$ cat src/rtl/alu_pkg.sv
// Shared ALU definitions: op codes, datapath width and the
// mul/div unit state encoding.
package alu_pkg;

   localparam int XLEN = 32;

   localparam logic [4:0] ALU_MUL    = 5'b01010;
   localparam logic [4:0] ALU_MULH   = 5'b01011;
   localparam logic [4:0] ALU_MULHSU = 5'b01100;
   localparam logic [4:0] ALU_MULHU  = 5'b01101;
   localparam logic [4:0] ALU_DIV    = 5'b01110;
   localparam logic [4:0] ALU_DIVU   = 5'b01111;
   localparam logic [4:0] ALU_REM    = 5'b10000;
   localparam logic [4:0] ALU_REMU   = 5'b10001;

   typedef enum logic [1:0] {
      IDLE,
      MUL,
      DIV,
      DONE
   } md_state_t;

   function automatic logic is_mul_op(input logic [4:0] op);
      return (op == ALU_MUL) || (op == ALU_MULH) ||
             (op == ALU_MULHSU) || (op == ALU_MULHU);
   endfunction

   function automatic logic is_div_op(input logic [4:0] op);
      return (op == ALU_DIV) || (op == ALU_DIVU) ||
             (op == ALU_REM) || (op == ALU_REMU);
   endfunction

endpackage

$ cat src/rtl/serial_divider.sv
// Radix-2 restoring divider on unsigned magnitudes, one
// quotient bit per cycle, MSB first.
module serial_divider
   import alu_pkg::*;
(
   input  logic            clk,
   input  logic            rst,
   input  logic            start,
   input  logic            kill,
   input  logic [XLEN-1:0] dividend,
   input  logic [XLEN-1:0] divisor,
   output logic            done,
   output logic [XLEN-1:0] quotient,
   output logic [XLEN-1:0] remainder
);

   logic            run_q;
   logic [4:0]      cnt_q;
   logic [XLEN-1:0] quo_q;
   logic [XLEN:0]   rem_q;
   logic [XLEN-1:0] dvs_q;

   logic [XLEN:0]   rem_sh;
   logic [XLEN:0]   rem_nx;
   logic [XLEN-1:0] quo_nx;
   logic            ge;
   logic            unused_msb;

   // quo_q starts as the dividend and shifts quotient bits in from the LSB
   assign rem_sh = {rem_q[XLEN-1:0], quo_q[XLEN-1]};
   assign ge     = rem_sh >= {1'b0, dvs_q};
   assign rem_nx = ge ? rem_sh - {1'b0, dvs_q} : rem_sh;
   assign quo_nx = {quo_q[XLEN-2:0], ge};

   assign done       = run_q && (cnt_q == 5'd0);
   assign quotient   = quo_nx;
   assign remainder  = rem_nx[XLEN-1:0];
   assign unused_msb = rem_q[XLEN] ^ rem_nx[XLEN];

   always_ff @(posedge clk or posedge rst) begin
      if (rst) begin
         run_q <= 1'b0;
         cnt_q <= 5'd0;
         quo_q <= '0;
         rem_q <= '0;
         dvs_q <= '0;
      end else if (kill) begin
         run_q <= 1'b0;
         cnt_q <= 5'd0;
      end else if (start) begin
         run_q <= 1'b1;
         cnt_q <= 5'(XLEN - 1);
         quo_q <= dividend;
         rem_q <= '0;
         dvs_q <= divisor;
      end else if (run_q) begin
         quo_q <= quo_nx;
         rem_q <= rem_nx;
         cnt_q <= cnt_q - 5'd1;
         if (cnt_q == 5'd0)
            run_q <= 1'b0;
      end
   end

endmodule

$ cat src/rtl/muldiv_unit.sv
// RV32M execution unit: single-cycle multiply, serial divide,
// valid/ready handshake toward the EX stage.
module muldiv_unit
   import alu_pkg::*;
(
   input  logic            clk_i,
   input  logic            rst_i,
   input  logic            in_valid_i,
   output logic            in_ready_o,
   input  logic [4:0]      op_i,
   input  logic [XLEN-1:0] a_i,
   input  logic [XLEN-1:0] b_i,
   input  logic            kill_i,
   output logic            out_valid_o,
   input  logic            out_ready_i,
   output logic [XLEN-1:0] result_o,
   output logic            busy_o
);

   md_state_t       state_q, state_d;
   logic [4:0]      op_q;
   logic [XLEN-1:0] a_q, b_q;
   logic [XLEN-1:0] res_q, res_d;

   logic            accept;
   logic            mul_i, div_i, sgn_i, rem_i;
   logic            b_zero, ovf;
   logic [XLEN-1:0] spec_res;
   logic [XLEN-1:0] a_mag, b_mag;
   logic            dv_start, dv_done;
   logic [XLEN-1:0] dv_quo, dv_rem;

   assign in_ready_o  = (state_q == IDLE);
   assign out_valid_o = (state_q == DONE);
   assign busy_o      = (state_q != IDLE);
   assign result_o    = res_q;

   assign accept = in_valid_i && in_ready_o && !kill_i;
   assign mul_i  = is_mul_op(op_i);
   assign div_i  = is_div_op(op_i);
   assign sgn_i  = (op_i == ALU_DIV) || (op_i == ALU_REM);
   assign rem_i  = (op_i == ALU_REM) || (op_i == ALU_REMU);

   assign b_zero = (b_i == '0);
   assign ovf    = sgn_i && (a_i == {1'b1, {(XLEN-1){1'b0}}}) &&
                   (b_i == '1);

   // Special cases resolve straight from the request operands
   always_comb begin
      spec_res = '0;
      if (b_zero)
         spec_res = rem_i ? a_i : '1;
      else if (ovf)
         spec_res = rem_i ? '0 : a_i;
   end

   assign a_mag    = (sgn_i && a_i[XLEN-1]) ? -a_i : a_i;
   assign b_mag    = (sgn_i && b_i[XLEN-1]) ? -b_i : b_i;
   assign dv_start = accept && div_i && !b_zero && !ovf;

   serial_divider u_div (
      .clk       (clk_i),
      .rst       (rst_i),
      .start     (dv_start),
      .kill      (kill_i),
      .dividend  (a_mag),
      .divisor   (b_mag),
      .done      (dv_done),
      .quotient  (dv_quo),
      .remainder (dv_rem)
   );

   logic                   sa, sb;
   logic signed [XLEN:0]   a_x, b_x;
   logic [2*XLEN-1:0]      prod;
   logic [XLEN-1:0]        mul_res;

   assign sa      = (op_q == ALU_MULH) || (op_q == ALU_MULHSU);
   assign sb      = (op_q == ALU_MULH);
   assign a_x     = {sa & a_q[XLEN-1], a_q};
   assign b_x     = {sb & b_q[XLEN-1], b_q};
   assign prod    = (2*XLEN)'(a_x * b_x);
   assign mul_res = (op_q == ALU_MUL) ? prod[XLEN-1:0]
                                      : prod[2*XLEN-1:XLEN];

   logic            sgn_q, rem_op_q;
   logic [XLEN-1:0] q_fix, r_fix, div_res;

   assign sgn_q    = (op_q == ALU_DIV) || (op_q == ALU_REM);
   assign rem_op_q = (op_q == ALU_REM) || (op_q == ALU_REMU);
   assign q_fix    = (sgn_q && (a_q[XLEN-1] ^ b_q[XLEN-1])) ? -dv_quo
                                                            : dv_quo;
   assign r_fix    = (sgn_q && a_q[XLEN-1]) ? -dv_rem : dv_rem;
   assign div_res  = rem_op_q ? r_fix : q_fix;

   always_comb begin
      state_d = state_q;
      res_d   = res_q;
      if (kill_i) begin
         state_d = IDLE;
         res_d   = '0;
      end else begin
         unique case (state_q)
            IDLE: begin
               if (accept) begin
                  unique case (1'b1)
                     mul_i: state_d = MUL;
                     div_i: begin
                        if (b_zero || ovf) begin
                           state_d = DONE;
                           res_d   = spec_res;
                        end else begin
                           state_d = DIV;
                        end
                     end
                     default: begin
                        state_d = DONE;
                        res_d   = '0;
                     end
                  endcase
               end
            end
            MUL: begin
               state_d = DONE;
               res_d   = mul_res;
            end
            DIV: begin
               if (dv_done) begin
                  state_d = DONE;
                  res_d   = div_res;
               end
            end
            DONE: begin
               if (out_ready_i)
                  state_d = IDLE;
            end
         endcase
      end
   end

   always_ff @(posedge clk_i or posedge rst_i) begin
      if (rst_i) begin
         state_q <= IDLE;
         res_q   <= '0;
         op_q    <= '0;
         a_q     <= '0;
         b_q     <= '0;
      end else begin
         state_q <= state_d;
         res_q   <= res_d;
         if (accept) begin
            op_q <= op_i;
            a_q  <= a_i;
            b_q  <= b_i;
         end
      end
   end

endmodule
$ cat config.mk
export PLATFORM = sky130hd
export DESIGN_NAME = muldiv_unit
export DESIGN_NICKNAME = d
export VERILOG_FILES = /design/src/rtl/alu_pkg.sv /design/src/rtl/serial_divider.sv /design/src/rtl/muldiv_unit.sv
export SDC_FILE = /design/constraint.sdc
export NUM_CORES = 2
export LEC_CHECK = 0
export CAP_MARGIN = 40
export CORE_MARGIN = 2
export CORE_UTILIZATION = 29
export CTS_CLUSTER_DIAMETER = 60
export CTS_CLUSTER_SIZE = 20
export DETAILED_ROUTE_END_ITERATION = 7
export SLEW_MARGIN = 25
export SYNTH_ARGS = -nofsm -noshare
export SYNTH_HDL_FRONTEND = slang
export SYNTH_SLANG_ARGS = --single-unit
$ cat constraint.sdc
create_clock -name clk_i -period 9.8 [get_ports clk_i]
set_input_delay 1.47 -clock clk_i [delete_from_list [all_inputs] [get_ports clk_i]]
set_output_delay 1.47 -clock clk_i [all_outputs]
set_load 0.01 [all_outputs]
==> flow_summary.ini <==
[min_path]
hp-class = register to register

[grt]
grt_pass1_wl_um = 273000
grt_pass1_vias = 44600
overflow = 0
grt_max_degree = 80
grtUsageTotal = 0.189
antenna_found_initial = 6

[worst_setup_path]
worstPathArrival_ns = 9.68
critPathLaunchType = register
crit_top_cell = fa_1
cp_num_cells = 29
r2r_end = result_o[30]
crit_path_end_kind = register
path_delay_family = adder cells
slowest_stage = fa_1
critical_path.endpoint = result_o[30]
crit_type = register to register
rr_startpoint = op_q[2]
crit_fanout = 16
r2r_cells = 29
path_buf_inv = 7
critPathLaunch = op_q[2]
slowest_delay_ns = 0.82
ff2ff_setup_slack_ns = 0.56
crit_required_ns = 10.24

[timing]
tns_ns = 0
fin_skew_ns = 0.0204
slew_headroom = 0.374
max_clock_freq_mhz = 108
worstMarginPinSlew_ns = 0.936
slew_violations = 0
fin_crit_sh = 0.943
hold_viol = 0
setup_violations = 0
fin_crit_ns = 9.24

[floorplanning]
io_pins = 109
initial_core_util = 0.292
fp-row-count = 156
dieArea_sq_um = 186000
fp.dieW_um = 431
die_h_um = 431
coreArea_sq_um = 181000

[yosys]
yosysSeqAreaShare = 0.0970
yosys.area_share.simple = 0.163
synth_cells = 6037
synth_edf_count = 0
ys_warn_count = 0
async_flop_share = 1.00
avgSynthCellArea_sq_um = 8.76
synth_top_family_by_area = adder cells
synth_compound_area_frac = 0.0873
synth_top_area_share = 0.426
yosys.area.top_type = fa_1
synth.distinct_cells = 91
synth_nets = 7494
synth_fa_ha_area_frac = 0.487
syn_area_sq_um = 52900
synth_common_cells = inv_1, fa_1, nand2_1
synth.most_common_cell = inv_1
synth.area.mux_share = 0.0204
synth_area_leaders = fa_1, dfrtp_1, inv_1
ys_ff_latch = 205
synth-main-ff-cell = dfrtp_1
synth_xor_xnor_area_share = 0.0328

[flow_run]
drv_cap = 0

[cts]
root_buffer = clkbuf_16
cts_tree = yes
ctsHtreeMaxLevel = 1
clock_sinks = 205
numCtsBuffers = 28
clkTransAtPathRegs_ns = 0.07
worstSkewPairLatency_ns = 0.58
cts_buffer_depth = 3

[cells_and_area]
drive_above_1_share = 0.0566
area_growth_pct = 10.1
nets = 7466
final.fill_count = 18800

[run_status]
status = complete, no violations

[routing]
vias = 41800
drc = 0
drtIter0Drc = 3629
dr.pass1.iters = 6
routed_via_density = 4.97
antenna_left = 0
drt-total-wl_um = 173000
wl_per_cell_um = 20.6

[placed_design]
port_buffers = 108
gp_congestion = 0.960
hpwl_um = 143000
## metal layers
layer / up-vias / global-route usage / wire (um)
met3: 315 / 0.0233 / 11700
met4: 4 / 0.0720 / 7580
met5: - / 0 / 20
li1: 18400 / - / -
met1: 21600 / 0.255 / 72700
met2: 1483 / 0.311 / 81200
## tightest hold or removal path: stages, from the launching register on
cell	delay [ns]
dfrtp_1	0.35
nand2_1	0.05
o21ai_0	0.06
## layout by cell type (no fill, tap or decap), types with 108 or more instances in the layout
cell	Yosys	routed
a21oi_1	185	184
and2_1	330	330
buf_4	0	126
clkdlybuf4s50_1	0	108
dfrtp_1	205	203
fa_1	1126	1125
ha_1	257	257
inv_1	1244	1242
nand2_1	971	971
nor2_1	239	238
o21ai_0	193	193
xnor2_1	131	131
## worst min-delay path by stage
stage | from | endpoint | slack (ns) | cells past startpoint
floorplan | u_div.dvs_q[10] | u_div.dvs_q[10] | 0.45 | 2
global placement | u_div.dvs_q[11] | u_div.dvs_q[11] | 0.46 | 2
detailed placement | u_div.dvs_q[22] | u_div.dvs_q[22] | 0.48 | 2
CTS | u_div.dvs_q[21] | u_div.dvs_q[21] | 0.49 | 2
global route | u_div.dvs_q[8] | u_div.dvs_q[8] | 0.51 | 2
finish | u_div.dvs_q[21] | u_div.dvs_q[21] | 0.49 | 2
## cell type report
type,instances,area [sq um],area share
multi-input cells,4259,41900,0.719
flip-flops and latches,205,5130,0.0882
inverters,1245,4680,0.0805
well taps,2370,2970,0.0509
repair buffers,270,2590,0.0444
clock buffers,34,754,0.0130
clock inverters,16,201,0.00346
diodes,4,10.0,0.000172
## registers in the layout (all words and copies together) (netlist names)
signal and count:
op_q 5, u_div.run_q 1, u_div.quo_q 32, u_div.dvs_q 32
b_q 32, result_o 32, state_q 2, a_q 32
u_div.cnt_q 5, u_div.rem_q 32
## per-stage QoR
stage	utilization	cell area [sq um]	hold slack [ns]	setup slack [ns]	instances
after floorplan	-	52900	0.450	1.21	6037
after global placement	0.313	56700	0.462	0.344	8310
after detailed placement	0.315	57000	0.480	0.235	8330
after CTS	0.320	58000	0.493	0.165	8380
after global routing	0.322	58200	0.514	-0.00418	8399
final	0.322	58200	0.489	0.558	8403
## cells by family after synthesis
group                      after synthesis
DFF                                    205
adders and majority gates             1383
AOI/OAI and AO/OA                      725
and+or+nand+nor                       1854
buffers and inverters                 1573
xor gates and xnor gates               198
muxes                                   99
## what timing repair did
action | 4_1_cts | 5_1_grt
hold buffers | 0 | 0
endpoints found under the setup margin | 0 | 7
buffers inserted | 0 | 6
gates resized for setup | 0 | 4
Power is left out: the tool's default activity adds up to more than one toggle a clock period on the data nets, which glitch-free logic cannot reach.
